<file path="src/rtl/sm_product_accumulator.sv">
// Sums a stream of sign-magnitude products into one saturated two's-complement
// result per element, with valid/ready handshakes on both sides.
module sm_product_accumulator #(
  parameter int P     = 16,
  parameter int CNT_W = 8,
  parameter int ACC_W = 24,
  parameter int OUT_W = 16
) (
  input  logic             clk,
  input  logic             rst_n,
  input  logic [CNT_W-1:0] cfg_len_i,
  input  logic             in_valid_i,
  output logic             in_ready_o,
  input  logic [P-1:0]     in_prod_i,
  output logic             out_valid_o,
  input  logic             out_ready_i,
  output logic [OUT_W-1:0] out_sum_o,
  output logic             out_sat_o
);

  typedef enum logic [1:0] {IDLE, ACC, OUT} state_e;

  localparam logic signed [ACC_W-1:0] SAT_MAX = {{(ACC_W-OUT_W+1){1'b0}}, {(OUT_W-1){1'b1}}};
  localparam logic signed [ACC_W-1:0] SAT_MIN = {{(ACC_W-OUT_W+1){1'b1}}, {(OUT_W-1){1'b0}}};

  state_e                    state_q, state_d;
  logic                      alive_q;
  logic signed [ACC_W-1:0]   acc_q, acc_d;
  logic        [CNT_W-1:0]   cnt_q, cnt_d;
  logic        [CNT_W-1:0]   len_q, len_d;
  logic        [OUT_W-1:0]   sum_q, sum_d;
  logic                      sat_q, sat_d;

  logic signed [ACC_W-1:0]   mag, term, acc_nxt;
  logic        [CNT_W-1:0]   cnt_nxt, len_eff;
  logic                      accept;

  // Negative zero falls out as 0 since -0 == 0.
  assign mag  = {{(ACC_W-P+1){1'b0}}, in_prod_i[P-2:0]};
  assign term = in_prod_i[P-1] ? -mag : mag;

  assign in_ready_o  = alive_q && (state_q != OUT);
  assign out_valid_o = (state_q == OUT);
  assign out_sum_o   = sum_q;
  assign out_sat_o   = sat_q;
  assign accept      = in_valid_i && in_ready_o;

  assign acc_nxt = (state_q == IDLE) ? term : acc_q + term;
  assign cnt_nxt = (state_q == IDLE) ? CNT_W'(1) : cnt_q + CNT_W'(1);
  assign len_eff = (state_q == IDLE) ? ((cfg_len_i == '0) ? CNT_W'(1) : cfg_len_i) : len_q;

  always_comb begin
    state_d = state_q;
    acc_d   = acc_q;
    cnt_d   = cnt_q;
    len_d   = len_q;
    sum_d   = sum_q;
    sat_d   = sat_q;
    case (state_q)
      IDLE, ACC: begin
        if (accept) begin
          acc_d   = acc_nxt;
          cnt_d   = cnt_nxt;
          len_d   = len_eff;
          state_d = ACC;
          if (cnt_nxt == len_eff) begin
            state_d = OUT;
            if (acc_nxt > SAT_MAX) begin
              sum_d = SAT_MAX[OUT_W-1:0];
              sat_d = 1'b1;
            end else if (acc_nxt < SAT_MIN) begin
              sum_d = SAT_MIN[OUT_W-1:0];
              sat_d = 1'b1;
            end else begin
              sum_d = acc_nxt[OUT_W-1:0];
              sat_d = 1'b0;
            end
          end
        end
      end
      OUT: begin
        if (out_ready_i) begin
          state_d = IDLE;
          acc_d   = '0;
          cnt_d   = '0;
        end
      end
      default: state_d = IDLE;
    endcase
  end

  always_ff @(posedge clk or negedge rst_n) begin
    if (!rst_n) begin
      state_q <= IDLE;
      alive_q <= 1'b0;
      acc_q   <= '0;
      cnt_q   <= '0;
      len_q   <= '0;
      sum_q   <= '0;
      sat_q   <= 1'b0;
    end else begin
      state_q <= state_d;
      alive_q <= 1'b1;
      acc_q   <= acc_d;
      cnt_q   <= cnt_d;
      len_q   <= len_d;
      sum_q   <= sum_d;
      sat_q   <= sat_d;
    end
  end

endmodule

</file>
<file path="config.mk">
export PLATFORM = sky130hd
export DESIGN_NAME = sm_product_accumulator
export DESIGN_NICKNAME = d
export VERILOG_FILES = /design/src/rtl/sm_product_accumulator.sv
export SDC_FILE = /design/constraint.sdc
export NUM_CORES = 1
export LEC_CHECK = 0
export BUFFER_PORTS_ARGS = -buffer_cell sky130_fd_sc_hd__buf_2
export CAP_MARGIN = 20
export CORE_MARGIN = 3
export CORE_UTILIZATION = 45
export DETAILED_ROUTE_END_ITERATION = 10
export SLEW_MARGIN = 40
export SYNTH_ARGS = -nofsm -noshare
export SYNTH_HDL_FRONTEND = slang
export SYNTH_SLANG_ARGS = --single-unit
</file>
<file path="constraint.sdc">
create_clock -name clk -period 3.4 [get_ports clk]
set_input_delay 0.17 -clock clk [delete_from_list [all_inputs] [get_ports clk]]
set_output_delay 0.17 -clock clk [all_outputs]
set_load 0.005 [all_outputs]
</file>
Word level (Yosys, flattened, before mapping)

Cells that the tools add are included.

Flip-flop bits (word level): 60
Bits of input ports: 28
Output and inout port bits: 19
Word-level logic and storage cells: 47

Add/sub/neg operators: 3
Order comparisons: 2
Equal/unequal tests: 6
Muxes and demuxes: 19
Reduce and logical (&&, ||, !) cells: 10

Operators with widths:

| cell                   | number |
|---|---|
| $mux W24               | 4 |
| $pmux W24 S2           | 1 |
| $mux W8                | 5 |
| $mux W16               | 2 |
| $add A24 B24 Y24       | 1 |
| $gt A24 B16 Y1 const B | 1 |
| $lt A24 B16 Y1 const B | 1 |
| $neg A15 Y24           | 1 |
| $pmux W8 S2            | 1 |
| $add A8 B1 Y8 const B  | 1 |
| $eq A8 B8 Y1           | 1 |
| $logic_not A8 Y1       | 1 |
| $mux W2                | 3 |
| $reduce_and A3 Y1      | 2 |
| $ne A2 B2 Y1 const B   | 2 |
| $pmux W2 S2            | 1 |
| $reduce_and A2 Y1      | 2 |
| $eq A2 B1 Y1 const B   | 1 |
| $eq A2 B2 Y1 const B   | 1 |
| $logic_and A1 B1 Y1    | 2 |
| $logic_not A2 Y1       | 1 |
| $mux W1                | 2 |
| $ne A2 B1 Y1 const B   | 1 |
| $reduce_bool A2 Y1     | 1 |
| $reduce_or A2 Y1       | 1 |

Longest topological paths before layout

Word-level depth: 7
Gate-level depth with buffers: 18
Gate-level depth less buffers: 15

Least setup slack after synthesis

No wires, ideal clock.

Kind: input-to-reg
Start: input in_prod_i[8]
End: register sum_q[2], in the netlist out_sum_o[2]
Setup time: 128 ps
Data arrival time: 3496 ps
Data required time: 3272 ps
Slack: -224 ps
Stages: 16
Path buffers: 2
Cell sequence: nor4_2 -> nand3_1 -> o31a_1 -> xor2_1 -> ha_1 -> a21oi_1 -> o21ai_1 -> or4_1 -> a21o_1 -> o211ai_2 -> a41oi_1 -> or4_1 -> buf_2 -> buf_6 -> a21oi_1 -> o21ai_1

Longest elaborated chain between the ends: 7
Elaborated cells between the ends (all ways): 8
Classes of those cells: add/sub (2); order compare (2); mux (4)

RTL lines:

| item                 | RTL line | RTL |
|---|---|---|
| from (decl)          | 14       | `input logic [P-1:0] in_prod_i,` |
| $neg A15 Y24         | 40       | `assign term = in_prod_i[P-1] ? -mag : mag;` |
| $mux W24 (*)         | 40       |  |
| $add A24 B24 Y24     | 48       | `assign acc_nxt = (state_q == IDLE) ? term : acc_q + term;` |
| $mux W24 (*)         | 48       |  |
| $lt A24 B16 Y1       | 71       | `end else if (acc_nxt < SAT_MIN) begin` |
| $mux W16             | 71       |  |
| $mux W16 (*)         | 68       | `if (acc_nxt > SAT_MAX) begin` |
| to (signal assigned) | 107      | `sum_q <= sum_d;` |
| to (decl)            | 31       | `logic [OUT_W-1:0] sum_q, sum_d;` |

Mark *: on every way between the ends. The rest lies on a longest branch, timed or not.
A chain may end at the register's enable or synchronous reset.

Final worst setup path

Start: input in_prod_i[5]
End: register sum_q[1], in the netlist out_sum_o[1]

The elaborated chain is that of the path after synthesis.

==> impl_metrics.csv <==
group,metric,value,unit
status,outcome,"complete, but fails checks",
status,violations,"negative setup slack",
timing,finClkSkew,13.7,ps
timing,finalSetupViolCount,16,
timing,post-route-period-util,109,%
job,drv_cap,0,
clock_tree,root_buffer,"clkbuf_8",
synth,syn_avg_cell_area,8.45,sq um
setup_path,cp-end-kind,"register",
clock_tree,clock-sinks,60,
pwr,vdd_ir_drop_max,0.561,mV
synth,synth_top_family_by_area,"compound AO/OA/AOI/OAI gates",
placed_design,dpl-instance-area,6140,sq um
placed_design,gp_congestion,0.920,
synth,synthMuxAreaShare,2.06,%
setup_path,rrSetupSlack,-60,ps
timing,setup_ws,-321,ps
placed_design,hpwlAfterDp,11900,um
pwr,p_sw_share,45.0,%
finish,fin_nets,809,
detailed_routing,routedWlPerCell,18.5,um
synth,synth_simple_gate_area_share,19.1,%
setup_path,cp-startpoint,"in_prod_i[5]",
synth,async_flop_share,100,%
synth,ys_warn_count,0,
clock_tree,cts_buffers,9,
floorplan,die_w,109,um
floorplan,dieHeight,109,um
hold_path,hold_class,"input pin to register",
floorplan,die_area,11900,sq um
finish,utilization,68.6,%
detailed_routing,num_vias,5168,
pwr,pwr-share-comb,70.2,%
detailed_routing,firstDrtPassIters,5,
timing,maxSlewViolCount,0,
grt,grt_overflow,0,
timing,maxSlewHeadroom,48.9,%
grt,grt_use_total,27.2,%
finish,layout-drive-gt1-share,40.7,%
pwr,p_leak,0.00325,uW
finish,final_common_cell,"buf_4",
grt,grt_pass1_wl,25100,um
clock_tree,htreeDepth,3,
floorplan,fp.coreArea,10300,sq um
floorplan,ioPinCount,47,
detailed_routing,drtAntennaViolNets,0,
setup_path,rr_startpoint,"acc_q[0]",
detailed_routing,viasPerCell,5.79,
pwr,switching_power,2990,uW
pwr,internal-power,3650,uW
finish,design_area,7080,sq um
synth,syn-instance-count,567,
synth,synthTopCellsByArea,"dfrtp_1, ha_1, a21oi_1",
grt,grt_max_degree,37,
pwr,p_seq_share,18.8,%
synth,synth_compound_area_share,28.7,%
synth,synthXorXnorAreaFrac,6.94,%
detailed_routing,dr.first_iter.drc_count,306,
synth,synth_flop_cell,"dfrtp_1",
pwr,p_per_area,937,nW/um^2
timing,fmax,0.269,GHz
grt,antenna_found_initial,0,
pwr,power.share.clock,11.0,%
synth,synth_top_area_cell,"dfrtp_1",
setup_path,critical_path_arrival,3950,ps
timing,grt_setup_unrepaired,"yes",
setup_path,worstSetupStartpointType,"input pin",
synth,synthAdderAreaFrac,7.73,%
timing,period_minus_slack,3720,ps
setup_path,r2r_end,"out_sum_o[1]",
synth,synth-seq-cells,60,
setup_path,r2r_cells,13,
floorplan,num_rows,37,
synth,synthesis.area,4790,sq um
timing,finalHoldViolCount,0,
setup_path,crit_end,"out_sum_o[1]",
timing,tightest_slew,766,ps
synth,synth.distinct_cells,72,
placed_design,portBuffers,46,
synth,synth_edf_count,0,
grt,grt_pass1_vias,4977,
clock_tree,insertion_delay,340,ps
clock_tree,cts_tree,"yes",
setup_path,path_max_fanout,8,
setup_path,crit_type,"input pin to register",
synth,syn_nets,624,
synth,synth_seq_area_share,31.3,%
setup_path,required,3630,ps
finish,n_antenna_cell,0,
clock_tree,clockBufferDepth,2,
clock_tree,clkSlewWorstSetupHoldPaths,80,ps
synth,synth_top_area_share,31.3,%
detailed_routing,drt_wl_total,16600,um
detailed_routing,drc_errors,0,
floorplan,start_util,46.4,%
finish,final_cell_mix,"buf_4, nand2_1, dfrtp_1",
finish,synthToLayoutAreaGrowth,47.8,%
placed_design,place_ws,-794,ps
synthesized netlist by cell type, drive strengths merged, types with 4 or more instances:
cell type,n
clkbuf,12
nor2,39
dfrtp,60
nor3,10
and2,4
and3,6
o21ai,56
a22o,16
inv,14
buf,16
xnor2,21
o211ai,13
mux2,7
ha,28
nor4,6
o31ai,9
o21a,14
nand2b,10
nand2,65
nor2b,6
a31oi,5
xor2,17
a21oi,54
or2,5
a21o,9
a211oi,5
a41oi,5
nand3,10
nand4,8
through the flow:
step,total power [uW],std cells,hold WS [ps],TNS (ps)
2_1_floorplan,3400,567,-126,-1390
3_3_place_gp,4980,858,292,-12800
3_5_place_dp,5050,858,301,-12280
4_1_cts,6290,884,47.0,-2630
5_1_grt,7050,893,56.6,-6350
6_report,6640,893,57.1,-4840
logic make-up after synthesis:
kind of cell / after synthesis
compound gates: 207
simple gates: 181
flops: 60
buf+inv: 42
xor+xnor: 38
fa+ha+maj: 29
mux: 9
other cells: 1
worst max-delay path, stage by stage:
cell and delay, ps:
buf_8 100, nor4_4 390, buf_4 190, nand3_2 80, o31a_1 320, xor2_2 210, ha_4 320, a21oi_4 70
buf_6 120, o21a_4 200, buf_6 120, nor2b_4 120, a41oi_4 260, xnor2_2 160, a41oi_2 140, or4_4 610
buf_12 180, a21oi_4 120, o21ai_1 80
routing by layer:
metal | vias up | global-route usage, % | part of all wire, %
met5 | - | 0 | 0
met4 | 0 | 8.37 | 2.4
met3 | 28 | 3.79 | 4.3
met2 | 161 | 46.8 | 50
met1 | 2522 | 35.5 | 44
li1 | 2457 | - | -
area by class of cell:
cell class                 instances  area, sq um
clock buffer                       9          124
clock inverter                     7         98.8
fill                             813         3240
inverter                          14         52.6
multi-input combinational        465         3610
sequential                        60         1500
tap                              136          170
timing repair buffer             202         1530
state kept, by name, summed over array words and instances (netlist names):
signal,count
state_q,2
alive_q,1
out_sat_o,1
len_q,8
out_sum_o,16
acc_q,24
cnt_q,8
power groups by stage:
| stage | logic (uW) | registers, uW | clock network [uW] |
|---|---|---|---|
| after floorplan | 2250 | 1150 | 0 |
| after global placement | 3760 | 1220 | 0 |
| after detailed placement | 3820 | 1230 | 0 |
| after CTS | 4330 | 1230 | 732 |
| after global routing | 5010 | 1260 | 771 |
| final | 4660 | 1240 | 733 |
timing repair:
item                                   CTS  global route
resized for setup                       76            30
pin swaps                               14            41
setup buffers                            7             9
hold buffers                             1             0
gates cloned                             2             1
setup endpoints to repair               17            17
endpoints found under the hold margin   35             0
how the worst min path moves through the flow:
stage | from | to | depth (start not counted)
3_5_place_dp | rst_n | out_sum_o[6] | 1
3_3_place_gp | rst_n | out_sum_o[15] | 1
6_report | out_ready_i | state_q[1] | 2
4_1_cts | out_ready_i | state_q[1] | 2
5_1_grt | out_ready_i | state_q[1] | 2
2_1_floorplan | rst_n | acc_q[0] | 0
(Power assumes the default switching activity.)
